<file path="src/rtl/fft_bin_reader.sv">
// fft_bin_reader: streams a completed FFT result frame out of the result RAM
// as ready/valid beats of two bins, through a 2-entry fall-through FIFO.
module fft_bin_reader #(
    parameter int ADDR_W = 9,
    parameter int DATA_W = 16
) (
    input  logic                     clk,
    input  logic                     reset_fft,
    input  logic                     fft_done,
    output logic                     rd_en,
    output logic [ADDR_W-1:0]        rd_addr,
    input  logic [4*DATA_W-1:0]      rd_data,
    output logic                     out_valid,
    input  logic                     out_ready,
    output logic [ADDR_W-1:0]        output_index,
    output logic signed [DATA_W-1:0] real0,
    output logic signed [DATA_W-1:0] imag0,
    output logic signed [DATA_W-1:0] real1,
    output logic signed [DATA_W-1:0] imag1,
    output logic                     out_last,
    output logic                     busy,
    output logic                     frame_done,
    output logic                     overrun
);
    localparam int EW = ADDR_W + 4*DATA_W;
    localparam logic [ADDR_W-1:0] LAST = '1;
    typedef enum logic [1:0] {IDLE, STREAM, FLUSH, DONE} state_t;
    state_t            state_q, state_d;
    logic [ADDR_W-1:0] cnt_q, cnt_d, tag_q;
    logic              pend_q, overrun_q;
    logic [1:0]        occ_q, occ_d;
    logic [EW-1:0]     e0_q, e1_q, e0_d, e1_d, inc, head, nxt;
    logic              pop;

    always_ff @(posedge clk or posedge reset_fft) begin
        if (reset_fft) begin
            state_q   <= IDLE;
            cnt_q     <= '0;
            tag_q     <= '0;
            pend_q    <= 1'b0;
            overrun_q <= 1'b0;
            occ_q     <= '0;
            e0_q      <= '0;
            e1_q      <= '0;
        end else begin
            state_q   <= state_d;
            cnt_q     <= cnt_d;
            tag_q     <= rd_addr;
            pend_q    <= rd_en;
            overrun_q <= overrun_q | (fft_done && state_q != IDLE);
            occ_q     <= occ_d;
            e0_q      <= e0_d;
            e1_q      <= e1_d;
        end
    end

    always_comb begin
        state_d = state_q;
        cnt_d   = cnt_q;
        rd_en   = 1'b0;
        case (state_q)
            IDLE: if (fft_done) begin
                state_d = STREAM;
                cnt_d   = '0;
            end
            STREAM: begin
                // Reads in flight count against FIFO space so nothing can overflow.
                rd_en = (occ_q + 2'(pend_q)) < 2'd2;
                if (rd_en) begin
                    cnt_d = cnt_q + 1'b1;
                    if (cnt_q == LAST) state_d = FLUSH;
                end
            end
            FLUSH: if (pop && out_last) state_d = DONE;
            DONE: state_d = IDLE;
            default: state_d = IDLE;
        endcase
    end

    // Returning word falls straight through to the head when the FIFO is empty.
    assign inc       = {tag_q, rd_data};
    assign head      = occ_q == 2'd0 ? inc : e0_q;
    assign nxt       = occ_q == 2'd2 ? e1_q : inc;
    assign out_valid = occ_q != 2'd0 || pend_q;
    assign pop       = out_valid && out_ready;
    assign occ_d     = occ_q + 2'(pend_q) - 2'(pop);
    assign e0_d      = pop ? nxt : head;
    assign e1_d      = pop ? inc : nxt;

    assign rd_addr      = cnt_q;
    assign output_index = out_valid ? head[EW-1 -: ADDR_W] : '0;
    assign {real0, imag0, real1, imag1} = out_valid ? head[4*DATA_W-1:0] : '0;
    assign out_last     = out_valid && output_index == LAST;
    assign busy         = state_q != IDLE;
    assign frame_done   = state_q == DONE;
    assign overrun      = overrun_q;
endmodule

</file>
<file path="config.mk">
export PLATFORM = sky130hd
export DESIGN_NAME = fft_bin_reader
export DESIGN_NICKNAME = d
export VERILOG_FILES = /design/src/rtl/fft_bin_reader.sv
export SDC_FILE = /design/constraint.sdc
export NUM_CORES = 1
export LEC_CHECK = 0
export ABC_AREA = 1
export CORE_UTILIZATION = 48
export DETAILED_ROUTE_END_ITERATION = 7
export GPL_ROUTABILITY_DRIVEN = 0
export PLACE_DENSITY_LB_ADDON = 0.3
export SYNTH_ARGS = -nofsm -noshare
export SYNTH_HDL_FRONTEND = slang
export SYNTH_SLANG_ARGS = --single-unit
</file>
<file path="constraint.sdc">
create_clock -name clk -period 4.6 [get_ports clk]
set_input_delay 0.46 -clock clk [delete_from_list [all_inputs] [get_ports clk]]
set_output_delay 0.46 -clock clk [all_outputs]
set_load 0.01 [all_outputs]
</file>
Yosys cells after proc, flatten, opt, wreduce, memory -nomap -nowiden
Index checks and enable logic that the tools add are counted.
- bits in registers: 170
- input port bits: 68
- output and inout port bits: 88
- word-level logic and storage cells: 50
- add/subtract/negate cells: 3
- order comparisons: 1
- eq/ne operators: 10
- multiplexer cells: 15
- bitwise gates (word level): 1
- reduce and logical (&&, ||, !) cells: 12
- operators by type and width (kind ; number):
    73-bit two-way mux ; 4
    64-bit two-way mux ; 1
    9-bit two-way mux ; 3
    9-bit equality test, second input constant ; 2
    9-bit case mux with 2 select lines ; 1
    9-bit by 1-bit adder with 9-bit output, second input constant ; 1
    2-bit two-way mux ; 4
    2-bit != test, second input constant ; 4
    2-bit case mux with 4 select lines ; 1
    2-bit equality test, second input constant ; 3
    2-bit nonzero test ; 3
    1-bit logical AND ; 4
    2-bit logical NOT ; 2
    4-bit AND reduction ; 1
    3-bit AND reduction ; 1
    2-bit by 1-bit adder with 2-bit output ; 1
    2-bit by 1-bit equality test with 1-bit output, second input constant ; 1
    2-bit less-than comparator, second input constant ; 1
    2-bit by 1-bit subtractor with 2-bit output ; 1
    1-bit logical OR ; 1
    1-bit two-way mux ; 1
    1-bit bitwise OR ; 1

Depth between registers and ports, before layout
- depth after elaboration: 8
- mapped depth: 12
- depth with buffers taken out: 12

Worst setup path after synthesis
No wires, ideal clock.
- path type: reg-to-output
- start point: register occ_q[1]
- end point: output out_last
- arrival: 1.394 ns
- required time: 4.140 ns
- slack: 2.746 ns
- stages on the path, launching flop included: 7
- path buffers: 1
- cell sequence: dfrtp_1 -> nor2_2 -> buf_6 -> nand2_1 -> nand2_1 -> nand3_1 -> nor4_1
- longest elaborated chain between the ends: 5
- RTL lines (what ; RTL line ; source):
    start, declared ; 31 ; logic [1:0] occ_q, occ_d;
    start signal, assigned ; 42 ; occ_q <= '0;
    start signal, assigned ; 51 ; occ_q <= occ_d;
    2-bit logical NOT / 2-bit nonzero test (equally long branches) ; 82, 84 ;
    73-bit two-way mux / 1-bit logical OR (equally long branches) ; 82, 84 ;
    9-bit two-way mux ; 91 ; assign output_index = out_valid ? head[EW-1 -: ADDR_W] : '0;
    9-bit equality test ; 93 ; assign out_last = out_valid && output_index == LAST;
    1-bit logical AND (*) ; 93 ;
    end, declared ; 20 ; output logic out_last,
Mark *: on every way between the ends. The rest lies on a longest branch, timed or not.

Worst setup path in the final report
Ends and elaborated chain as after synthesis.

==> impl_results.md <==
* Status: complete, no violations
* Global route overflow at 0
* Share of layout cells above drive strength 1 at 4.53%
* Req. time, crit path at 4.14 ns
* Endpoints failing hold at 0
* Clock network fraction of design power at 17.7%
* Final setup violation count at 0
* Sequential share of the synthesized area at 50.9%
* Max-cap violations at 0
* Worst vdd ir at 0.000544 V
* Worst reg2reg startpoint: occ_q[0]
* CP Capture Type: output pin
* Clock Latency Late Sink at 0.43 ns
* Switching power at 3170 uW
* Fin util at 62.8%
* Post-layout minimum cycle time at 3.49 ns
* Antenna violations before repair at 0
* Initial Utilization at 49.8%
* Post-Route WL at 19400 um
* Post_cts resized at 0
* R2r setup slk at 2.05 ns
* Post-Synthesis Cell Area at 8350 um^2
* Die Wd at 134 um
* Nets at 1277
* CP Class: register to output pin
* Synthesized Nets at 1167
* Min-Delay Startpoint: rd_addr[8]
* Worst Reg-to-Reg Cells at 8
* Worst-path clk slew at 0.06 ns
* Number of hold buffers added after CTS at 0
* Cell Chain, Critical Path: nor2_4, nand2_1, o21ai_2, nand3_1, nor4_1, clkdlybuf4s50_1
* Yosys cell types at 31
* Max Slew Vio Count at 0
* Internal power at 4780 uW
* Critical Path AT at 3.03 ns
* TritonCTS clock tree: built
* Inst Count DP at 1401
* Combinational power share at 52.4%
* Worst-path maximum fanout at 39
* Total CTS buffers at 17
* CP max stage cell: nor2_4
* First-pass GRT wire length at 32200 um
* DIE AREA at 17900 um^2
* Number of cells on the critical path at 6
* Routed WL per cell at 13.5 um
* Post-synth EDFFs at 0
* Clock sinks at 170
* Measured slew at the worst slew-check pin at 1.03 ns
* CP startpoint kind: register
* Yosys warns at 0
* Period utilization at 76.0%
* Critical Path Max Stage Delay at 0.70 ns
* RSZ-0062 raised after global routing: no
* CP bufs+invs at 1
* I/O Pins at 156
* Via/cell ratio at 5.09
* DIE HEIGHT at 134 um
* DRC at 0
* Core area at 16800 um^2
* Hold endpoint: tag_q[8]
* HP Class: register to register
* Fmax at 286 MHz
* Switch share at 39.9%
* Hold depth at 0
* Final Skew at 0.00981 ns
* Final TNS setup at 0 ns
* Initial drt markers at 526
* Via count of the first global-routing pass at 6636
* Max_slew headroom at 31.3%
* Via count at 7293
* Total Routing Usage GR at 22.4%
* Num rows at 47
* Top_reg_cell synth: dfrtp_1
* Detail Placement HPWL at 12100 um
* Post-synth ARST share at 100%
* PortBufs at 155
* PwrDens at 755 nW/um^2
* Clk buf depth at 2
* Pin count of the biggest net entering global routing at 171
* Synth Instances at 1090
* Antenna diode count at 0
* Synth-to-Final Area Change at 26.0%
* Htree depth at 4
* Avg Cell Area, Syn at 7.66 um^2
* Sequential share of power at 29.9%
* Post-CTS setup buffers at 0
* CTS root buf: clkbuf_16
* Leak Pwr at 0.00485 uW
* Capturing point of the worst reg2reg path: e1_q[36]
* Setup ws final at 1.11 ns
* Non-filler cells, final at 1433
* #FFs+latches synth at 170
* Place WS at 1.60 ns
* Drt pass-1 iters at 5
* CP top delay family: simple AND/OR/NAND/NOR gates
* Routed Antenna Nets at 0
through the flow:
step | power, uW | hold WS [ns] | area (um^2)
after detailed placement | 6560 | 0.450 | 9930
after global placement | 6460 | 0.442 | 9930
after CTS | 8000 | 0.465 | 10500
after floorplan | 4910 | 0.453 | 8360
final | 7950 | 0.453 | 10500
after global routing | 8600 | 0.473 | 10500
metal layers:
layer / up-vias / global-route usage, % / share of wire (%)
met3: 21 / 3.67 / 5.9
li1: 3689 / - / -
met4: 0 / 7.32 / 1.5
met5: - / 0 / 0
met2: 207 / 33.9 / 45
met1: 3376 / 32.8 / 48
layout by cell type (no fill, tap or decap), drive strengths merged, types with 3 or more instances in the layout:
cell type | netlist | layout
clkbuf | 19 | 27
clkdlybuf4s50 | 0 | 155
inv | 103 | 102
clkinv | 0 | 3
a21oi | 75 | 75
nor2 | 156 | 156
buf | 53 | 8
nor3 | 3 | 3
ha | 9 | 9
o21ai | 219 | 219
nand3 | 10 | 10
nand2 | 260 | 260
dfrtp | 170 | 170
nor4 | 3 | 3
cells by family after synthesis:
| group | synth area share, % |
|---|---|
| simple gates | 20.4 |
| compound gates | 18.2 |
| fa+ha+maj | 1.35 |
| flops | 50.9 |
| buf+inv | 8.90 |
| xor+xnor | 0.210 |
sequential cells by signal (all words and copies together), names as in the netlist:
name and flops:
e0_q 73, e1_q 73, occ_q 2, overrun 1, pend_q 1, rd_addr 9, state_q 2, tag_q 9
worst register-to-register path, cell delays in order (launching register included):
cell     delay, ns
dfrtp_1       0.43
inv_1         0.17
nand2_4       0.11
nor2_4        0.11
inv_2         0.09
nand2_4       0.08
buf_4         0.49
buf_4         0.71
o21ai_0       0.22
cell usage after synthesis (2+ instances only):
cell type | instances | area [um^2]
or2_2 | 2 | 12.5
o21ai_2 | 3 | 26.3
buf_6 | 2 | 22.5
nor3_1 | 2 | 10.0
ha_1 | 9 | 113
nor2_4 | 3 | 33.8
nor4_1 | 3 | 18.8
nand3_1 | 10 | 50.1
buf_2 | 45 | 225
clkbuf_1 | 19 | 71.3
xor2_1 | 2 | 17.5
a21oi_1 | 75 | 375
nor2_1 | 152 | 571
dfrtp_1 | 170 | 4250
o21ai_1 | 12 | 60.1
nand2_1 | 258 | 968
inv_1 | 100 | 375
inv_2 | 3 | 11.3
buf_1 | 2 | 7.51
o21ai_0 | 204 | 1020
buf_4 | 4 | 30.0
worst max path at each step:
| stage | start | end | slack, ns |
|---|---|---|---|
| final | occ_q[1] | out_last | 1.11 |
| after global routing | occ_q[1] | out_last | 0.93 |
| after CTS | occ_q[1] | out_last | 1.12 |
| after detailed placement | occ_q[1] | out_last | 1.60 |
| after global placement | occ_q[1] | out_last | 1.67 |
| after floorplan | reset_fft | e0_q[0] | 1.97 |
final cells by class:
| type | count | area [um^2] |
|---|---|---|
| Inverter | 103 | 393 |
| Clock buffer | 27 | 533 |
| Sequential cell | 170 | 4250 |
| Clock inverter | 5 | 56.3 |
| Fill cell | 1507 | 6240 |
| Multi-Input combinational cell | 745 | 3380 |
| Tap cell | 220 | 275 |
| Timing Repair Buffer | 163 | 1640 |
power groups by stage:
stage          registers (uW)  clock network, uW  logic, uW
6_report                 2370               1410       4170
5_1_grt                  2440               1490       4670
4_1_cts                  2380               1430       4190
3_5_place_dp             2400                  0       4160
3_3_place_gp             2370                  0       4090
2_1_floorplan            2340                  0       2570
No activity file was read; power rests on OpenSTA's default activity.
